**src/rtl/mac_sequencer_pkg.sv**
```systemverilog
`default_nettype none
// ============================================================================
// Module   : mac_sequencer_pkg
// Purpose  : Shared types for the MAC sequencer: accumulator control codes,
//            sequencer states and the alignment-slot decode helper.
// Revision : 1.0 - initial release
// ============================================================================
package mac_sequencer_pkg;

   localparam int DATA_WIDTH_DEFAULT = 32;

   // Accumulator control codes; the accumulator treats any unknown code as MAC.
   typedef enum logic [1:0] {
      ACC_MAC        = 2'b00,
      ACC_LOAD       = 2'b01,
      ACC_HOLD       = 2'b10,
      ACC_COMPLEMENT = 2'b11
   } acc_ctrl_e;

   typedef enum logic [2:0] {
      S_IDLE  = 3'd0,
      S_ISSUE = 3'd1,
      S_DRAIN = 3'd2,
      S_NEG   = 3'd3,
      S_OUT   = 3'd4
   } seq_state_e;

   // A product slot arriving at the accumulator: empty slots hold, the first
   // term of a job loads, every later term accumulates.
   function automatic acc_ctrl_e slot_ctrl(input logic valid, input logic first);
      if (!valid) begin
         return ACC_HOLD;
      end else if (first) begin
         return ACC_LOAD;
      end else begin
         return ACC_MAC;
      end
   endfunction

endpackage
`default_nettype wire

```
**src/rtl/mac_sequencer_align_pipe.sv**
```systemverilog
`default_nettype none
// ============================================================================
// Module   : mac_align_pipe
// Purpose  : MUL_LAT-deep {valid, first} shift register that delays each
//            issued term so its accumulator control lines up with the
//            product leaving the multiplier pipeline.
// Revision : 1.0 - initial release
// ============================================================================
module mac_align_pipe
   import mac_sequencer_pkg::*;
#(
   parameter int MUL_LAT = 2
) (
   input  logic       clock,
   input  logic       resetn,
   input  logic       in_valid,
   input  logic       in_first,
   output logic [1:0] acc_ctrl,
   output logic       empty,
   output logic       ending
);

   logic [MUL_LAT-1:0] valid_q, valid_d;
   logic [MUL_LAT-1:0] first_q, first_d;
   logic               upstream_busy;

   // Shift one slot per cycle; the tail slot is the one the accumulator sees.
   always_comb begin
      valid_d    = valid_q;
      first_d    = first_q;
      valid_d[0] = in_valid;
      first_d[0] = in_valid & in_first;
      for (int i = 1; i < MUL_LAT; i++) begin
         valid_d[i] = valid_q[i-1];
         first_d[i] = first_q[i-1];
      end
   end

   // Pipe registers, cleared by reset so an aborted job leaves nothing behind.
   always_ff @(posedge clock or negedge resetn) begin
      if (!resetn) begin
         valid_q <= '0;
         first_q <= '0;
      end else begin
         valid_q <= valid_d;
         first_q <= first_d;
      end
   end

   // ending: the tail holds the final term and nothing follows it, so the
   // accumulator's last data update happens at the end of this cycle.
   always_comb begin
      upstream_busy = 1'b0;
      for (int i = 0; i < MUL_LAT - 1; i++) begin
         upstream_busy = upstream_busy | valid_q[i];
      end
      empty    = ~|valid_q;
      ending   = valid_q[MUL_LAT-1] & ~upstream_busy;
      acc_ctrl = slot_ctrl(valid_q[MUL_LAT-1], first_q[MUL_LAT-1]);
   end

endmodule
`default_nettype wire

```
**src/rtl/mac_sequencer.sv**
```systemverilog
`default_nettype none
// ============================================================================
// Module   : mac_sequencer
// Purpose  : Runs one dot-product job: issues operand addresses, steers the
//            accumulator through the multiplier latency, optionally negates
//            the sum and hands the captured result over valid/ready.
// Revision : 1.0 - initial release
// ============================================================================
module mac_sequencer
   import mac_sequencer_pkg::*;
#(
   parameter int DATA_WIDTH = DATA_WIDTH_DEFAULT,
   parameter int ADDR_WIDTH = 9,
   parameter int LEN_WIDTH  = 6,
   parameter int MUL_LAT    = 2
) (
   input  logic                  clock,
   input  logic                  resetn,
   input  logic                  start,
   input  logic [LEN_WIDTH-1:0]  len,
   input  logic [ADDR_WIDTH-1:0] base_a,
   input  logic [ADDR_WIDTH-1:0] base_b,
   input  logic                  negate,
   output logic                  rd_en,
   output logic [ADDR_WIDTH-1:0] addr_a,
   output logic [ADDR_WIDTH-1:0] addr_b,
   output logic [1:0]            acc_ctrl,
   input  logic [DATA_WIDTH-1:0] acc_out,
   output logic                  busy,
   output logic [DATA_WIDTH-1:0] result,
   output logic                  result_valid,
   input  logic                  result_ready
);

   seq_state_e            state_q, state_d;
   logic                  rd_en_q, rd_en_d;
   logic                  first_q, first_d;
   logic [ADDR_WIDTH-1:0] addr_a_q, addr_a_d;
   logic [ADDR_WIDTH-1:0] addr_b_q, addr_b_d;
   logic [LEN_WIDTH-1:0]  remain_q, remain_d;
   logic                  negate_q, negate_d;
   logic                  zero_len_q, zero_len_d;
   logic                  busy_q, busy_d;
   logic [DATA_WIDTH-1:0] result_q, result_d;
   logic                  result_valid_q, result_valid_d;

   logic [1:0]            pipe_ctrl;
   logic                  pipe_empty;
   logic                  pipe_ending;

   mac_align_pipe #(
      .MUL_LAT (MUL_LAT)
   ) u_align_pipe (
      .clock    (clock),
      .resetn   (resetn),
      .in_valid (rd_en_q),
      .in_first (first_q),
      .acc_ctrl (pipe_ctrl),
      .empty    (pipe_empty),
      .ending   (pipe_ending)
   );

   // Next-state and output decode for the job sequencer.
   // The complement is issued in the cycle right after the last MAC so the
   // negated sum has a full cycle to settle in the accumulator; the sequencer
   // then returns to DRAIN for that settle cycle before capturing.
   always_comb begin
      state_d        = state_q;
      rd_en_d        = rd_en_q;
      first_d        = first_q;
      addr_a_d       = addr_a_q;
      addr_b_d       = addr_b_q;
      remain_d       = remain_q;
      negate_d       = negate_q;
      zero_len_d     = zero_len_q;
      busy_d         = busy_q;
      result_d       = result_q;
      result_valid_d = result_valid_q;

      case (state_q)
         S_IDLE: begin
            if (start) begin
               busy_d     = 1'b1;
               zero_len_d = (len == '0);
               negate_d   = negate & (len != '0);
               if (len != '0) begin
                  state_d  = S_ISSUE;
                  rd_en_d  = 1'b1;
                  first_d  = 1'b1;
                  addr_a_d = base_a;
                  addr_b_d = base_b;
                  remain_d = len - LEN_WIDTH'(1);
               end else begin
                  // Empty job: skip issue, settle one cycle, report zero.
                  state_d = S_DRAIN;
               end
            end
         end
         S_ISSUE: begin
            first_d = 1'b0;
            if (remain_q == '0) begin
               rd_en_d = 1'b0;
               state_d = S_DRAIN;
            end else begin
               addr_a_d = addr_a_q + ADDR_WIDTH'(1);
               addr_b_d = addr_b_q + ADDR_WIDTH'(1);
               remain_d = remain_q - LEN_WIDTH'(1);
            end
         end
         S_DRAIN: begin
            if (negate_q && pipe_ending) begin
               state_d  = S_NEG;
               negate_d = 1'b0;
            end else if (pipe_empty) begin
               state_d        = S_OUT;
               result_d       = zero_len_q ? '0 : acc_out;
               result_valid_d = 1'b1;
            end
         end
         S_NEG: begin
            state_d = S_DRAIN;
         end
         S_OUT: begin
            if (result_ready) begin
               state_d        = S_IDLE;
               result_valid_d = 1'b0;
               busy_d         = 1'b0;
            end
         end
         default: begin
            state_d = S_IDLE;
         end
      endcase
   end

   // Sequencer state and registered outputs; reset aborts any job in flight.
   always_ff @(posedge clock or negedge resetn) begin
      if (!resetn) begin
         state_q        <= S_IDLE;
         rd_en_q        <= 1'b0;
         first_q        <= 1'b0;
         addr_a_q       <= '0;
         addr_b_q       <= '0;
         remain_q       <= '0;
         negate_q       <= 1'b0;
         zero_len_q     <= 1'b0;
         busy_q         <= 1'b0;
         result_q       <= '0;
         result_valid_q <= 1'b0;
      end else begin
         state_q        <= state_d;
         rd_en_q        <= rd_en_d;
         first_q        <= first_d;
         addr_a_q       <= addr_a_d;
         addr_b_q       <= addr_b_d;
         remain_q       <= remain_d;
         negate_q       <= negate_d;
         zero_len_q     <= zero_len_d;
         busy_q         <= busy_d;
         result_q       <= result_d;
         result_valid_q <= result_valid_d;
      end
   end

   assign rd_en        = rd_en_q;
   assign addr_a       = addr_a_q;
   assign addr_b       = addr_b_q;
   assign busy         = busy_q;
   assign result       = result_q;
   assign result_valid = result_valid_q;
   assign acc_ctrl     = (state_q == S_NEG) ? ACC_COMPLEMENT : pipe_ctrl;

endmodule
`default_nettype wire

```
**config.mk**
```make
export PLATFORM = sky130hd
export DESIGN_NAME = mac_sequencer
export DESIGN_NICKNAME = d
export VERILOG_FILES = /design/src/rtl/mac_sequencer_pkg.sv /design/src/rtl/mac_sequencer_align_pipe.sv /design/src/rtl/mac_sequencer.sv
export SDC_FILE = /design/constraint.sdc
export NUM_CORES = 1
export LEC_CHECK = 0
export BUFFER_PORTS_ARGS = -buffer_cell sky130_fd_sc_hd__buf_2
export CAP_MARGIN = 20
export CORE_MARGIN = 5
export CORE_UTILIZATION = 46
export CTS_BUF_LIST = sky130_fd_sc_hd__clkbuf_16
export CTS_CLUSTER_DIAMETER = 30
export DETAILED_ROUTE_END_ITERATION = 16
export GPL_TIMING_DRIVEN = 0
export MAX_ROUTING_LAYER = met4
export PLACE_DENSITY_LB_ADDON = 0.05
export SETUP_SLACK_MARGIN = 0.3
export SYNTH_ARGS = -nofsm -noshare
export SYNTH_HDL_FRONTEND = slang
export SYNTH_SLANG_ARGS = --single-unit
```
**constraint.sdc**
```tcl
create_clock -name clock -period 2.1 [get_ports clock]
set_input_delay 0.21 -clock clock [delete_from_list [all_inputs] [get_ports clock]]
set_output_delay 0.21 -clock clock [all_outputs]
set_load 0.01 [all_outputs]
```
==> impl_metrics.toml <==
[detailed_routing]
post-route-drc-count = 0
antenna_violating_nets_post_route = 0
avgRoutedWirePerCell_um = 17.1
firstDrtPassIters = 4
viasPerCell = 5.59
detailroute.via_count = 3553
total_routed_wirelength_um = 10900
first_iteration_detailed_routing_drc_count = 211

[placement]
place.detailed.instances = 593
detailedPlacementHpwl_um = 7090
gp_congestion = 0.881
dp_slack_ns = -0.108
placedInstanceArea_sq_um = 4290
portBuffers = 115

[sta]
rsz0062_at_grt = "true"
finalSetupViolations = 0
holdWs_ns = -0.00432
timing.final.hold_violations = 3
post-route-min-period_ns = 2.01
final_min_period_over_clock_period_pct = 95.6
slew_viol_final = 0
fmax_mhz = 498
worst_clock_skew_ns = 0.00828
tightestPinTransition_ns = 0.934
slew_headroom_pct = 37.3
finalWorstSetupSlack_ns = 0.0921

[finish]
antenna-diode-count = 0
area.sequential_sq_um = 1730
post_route_cells_drive_above_1_share_pct = 40.8
flow.area_growth_from_synthesis_pct = 46.3
fillerInstances = 592
combined_area_of_the_multi_input_logic_cells_sq_um = 1850
non_filler_cells_final = 636
area_of_all_placed_cells_without_fillers_sq_um = 5140
fin_nets = 596

[synth]
synthesis.nets = 443
gate_count_of_the_mapped_netlist = 379
ys_dominant_reg_cell = "dfrtp_1"
post_synth_main_area_contributors = "dfrtp_1 49%, nand2_1 6.6%, o21ai_0 6.5%, nand2b_1 5.9%, a21oi_1 2.4%"
synth-warning-count = 0
mappedNetlistArea_sq_um = 3520
syn_avg_cell_area_sq_um = 9.28
synth_cell_types = 52
biggest_area_consumer_among_synthesized_cells = "dfrtp_1"
synthMostInstantiatedCell = "dfrtp_1"
synth-async-reset-ratio_pct = 100
area_fraction_of_the_dominant_cell_type_after_synthesis_pct = 49.1
synth_enable_flop_cells = 0
synth.ff_latch_count = 69
synth.cells.most_frequent = "69 x dfrtp_1, 62 x nand2_1, 46 x o21ai_0, 33 x nand2b_1, 17 x a21oi_1"
yosysSeqAreaShare_pct = 49.1

[die]
start_util_pct = 48.0
design.core.area_sq_um = 7330
boundaryPins = 116
placement_rows = 31
chipWidth_um = 97.4
die_h_um = 97.4
die-area_sq_um = 9490

[clock_tree]
number_of_h_tree_branching_levels = 3
clock_pin_slew_worst_setup_and_hold_paths_ns = 0.06
clock_latency_ns = 0.33
cts_hold_buffers = 0
cts_sinks = 69
tritoncts = "built"
cts-root-to-sink-buffers = 2
tritoncts.num_buffers = 9
cts_root_buffer = "clkbuf_16"

[flow_run]
max_cap_viol_count = 0

[worst_setup_path]
cp.required_ns = 2.31
setup.worst_path.start_class = "flip-flop"
setup.reg_to_reg.worst_slack_ns = 0.09
critical_path_at_ns = 2.22
crit_path_max_fanout = 7
end_kind = "flip-flop"
crit-reg2reg-capture = "remain_q[0]"
r2r-start = "state_q[2]"
timing_worst_setup_path_type = "flip-flop to flip-flop"
worst-r2r-cell-count = 7

[global_route]
first_global_vias = 3393
grt_pass1_wl_um = 17100
grt_use_total_pct = 22.9
overflow_left_after_global_routing = 0
number_of_antenna_violations_at_the_first_check_in_global_routing = 0
grt_max_degree = 70

[outcome]
status = "finished, violations left"
violations = "hold timing"

[min_path]
worst_min_delay_path_class = "input pin to async pin"

[power_and_ir_drop]
power_leakage_nw = 2.39
power_density_nw_per_um2 = 1020
power.ir.vdd_worst_mv = 0.619
-- metrics by stage --
stage               hold WS [ns]  util (%)  total power [mW]  TNS (ns)
floorplan                -0.0856         -              2.77         0
global route              0.0902      70.2              5.50   -0.0128
finish                  -0.00432      70.2              5.22         0
global placement           0.337      58.5              3.30   -0.0318
detailed placement         0.342      58.5              3.34    -0.343
CTS                       0.0336      67.6              5.14         0
-- timing repair --
item	in CTS	in global routing
gates cloned	1	2
endpoints found under the setup margin	60	60
setup buffers	20	4
pin swaps	10	4
endpoints found under the hold margin	0	0
gates resized for setup	40	36
-- how the worst max path moves through the flow --
stage / endpoint / from / cells past startpoint / slack (ns)
final: remain_q[0] / state_q[2] / 7 / 0.09
after global routing: remain_q[4] / state_q[1] / 9 / -0.01
after CTS: remain_q[0] / state_q[2] / 7 / 0.11
after detailed placement: remain_q[4] / state_q[0] / 9 / -0.11
after global placement: remain_q[4] / state_q[0] / 9 / -0.03
after floorplan: remain_q[4] / state_q[1] / 8 / 0.19
-- critical path, stage by stage (launching register included) --
cell	delay (ns)
dfrtp_1	0.37
buf_6	0.13
or4b_4	0.51
buf_8	0.15
a21o_1	0.15
buf_6	0.15
nand2_8	0.11
mux2_4	0.31
-- layout by cell type (no fill, tap or decap), types with 3 or more instances in the layout --
cell	synthesis	routed
nor3_1	10	7
a211oi_1	5	3
o21ai_0	46	44
inv_1	8	8
nor3_2	0	3
buf_4	1	21
nand3_1	7	7
o22ai_1	12	11
nand2b_1	33	33
clkbuf_1	13	4
and3_1	4	4
a31oi_1	9	8
nand2_1	62	62
clkbuf_16	0	10
and2_1	3	3
or3_1	3	3
nand4_1	3	3
dfrtp_1	69	69
buf_6	4	15
nor2_1	7	7
buf_2	6	118
buf_8	0	3
a21oi_4	1	3
a21oi_1	17	14
a211o_1	4	4
a22oi_2	1	6
o2bb2a_4	0	4
-- flip-flops by register name, summed over array words and instances, names as in the netlist --
signal and flops:
addr_a 9, addr_b 9, busy 1, first_q 1, negate_q 1, rd_en 1
remain_q 6, result 32, result_valid 1, state_q 3, u_align_pipe.first_q 2, u_align_pipe.valid_q 2
zero_len_q 1
-- metal layers --
layer  vias to the layer above  global-route usage (%)  part of all wire [%]
met5                         -                       -                     0
li1                       1674                       -                     -
met4                         0                    6.82                   2.1
met2                       146                    35.8                    46
met1                      1713                    29.1                    45
met3                        20                    6.32                   7.0
-- layout make-up --
type,count,share of cell area [%]
repair buffers,142,16.6
clock inverters,7,1.90
clock buffers,9,4.38
inverters,8,0.584
well taps,99,2.41
flip-flops and latches,69,33.6
multi-input cells,276,36.0
plain buffers,26,4.60
-- power by group --
part | internal (mW) | switching [mW] | total, mW
combinational | 0.756 | 0.773 | 1.53
clock | 1.05 | 0.612 | 1.66
sequential | 1.67 | 0.371 | 2.04
-- kinds of logic (layout without fill, tap and decap cells) --
kind of cell | Yosys count | after routing | share of synthesized area (%)
buf+inv | 34 | 192 | 4.84
flops | 69 | 69 | 49.1
fa+ha+maj | 3 | 3 | 1.07
mux | 6 | 6 | 1.81
compound gates | 122 | 122 | 22.2
simple gates | 144 | 144 | 20.7
xor+xnor | 1 | 1 | 0.249
Power figures use the tool's default switching activity.
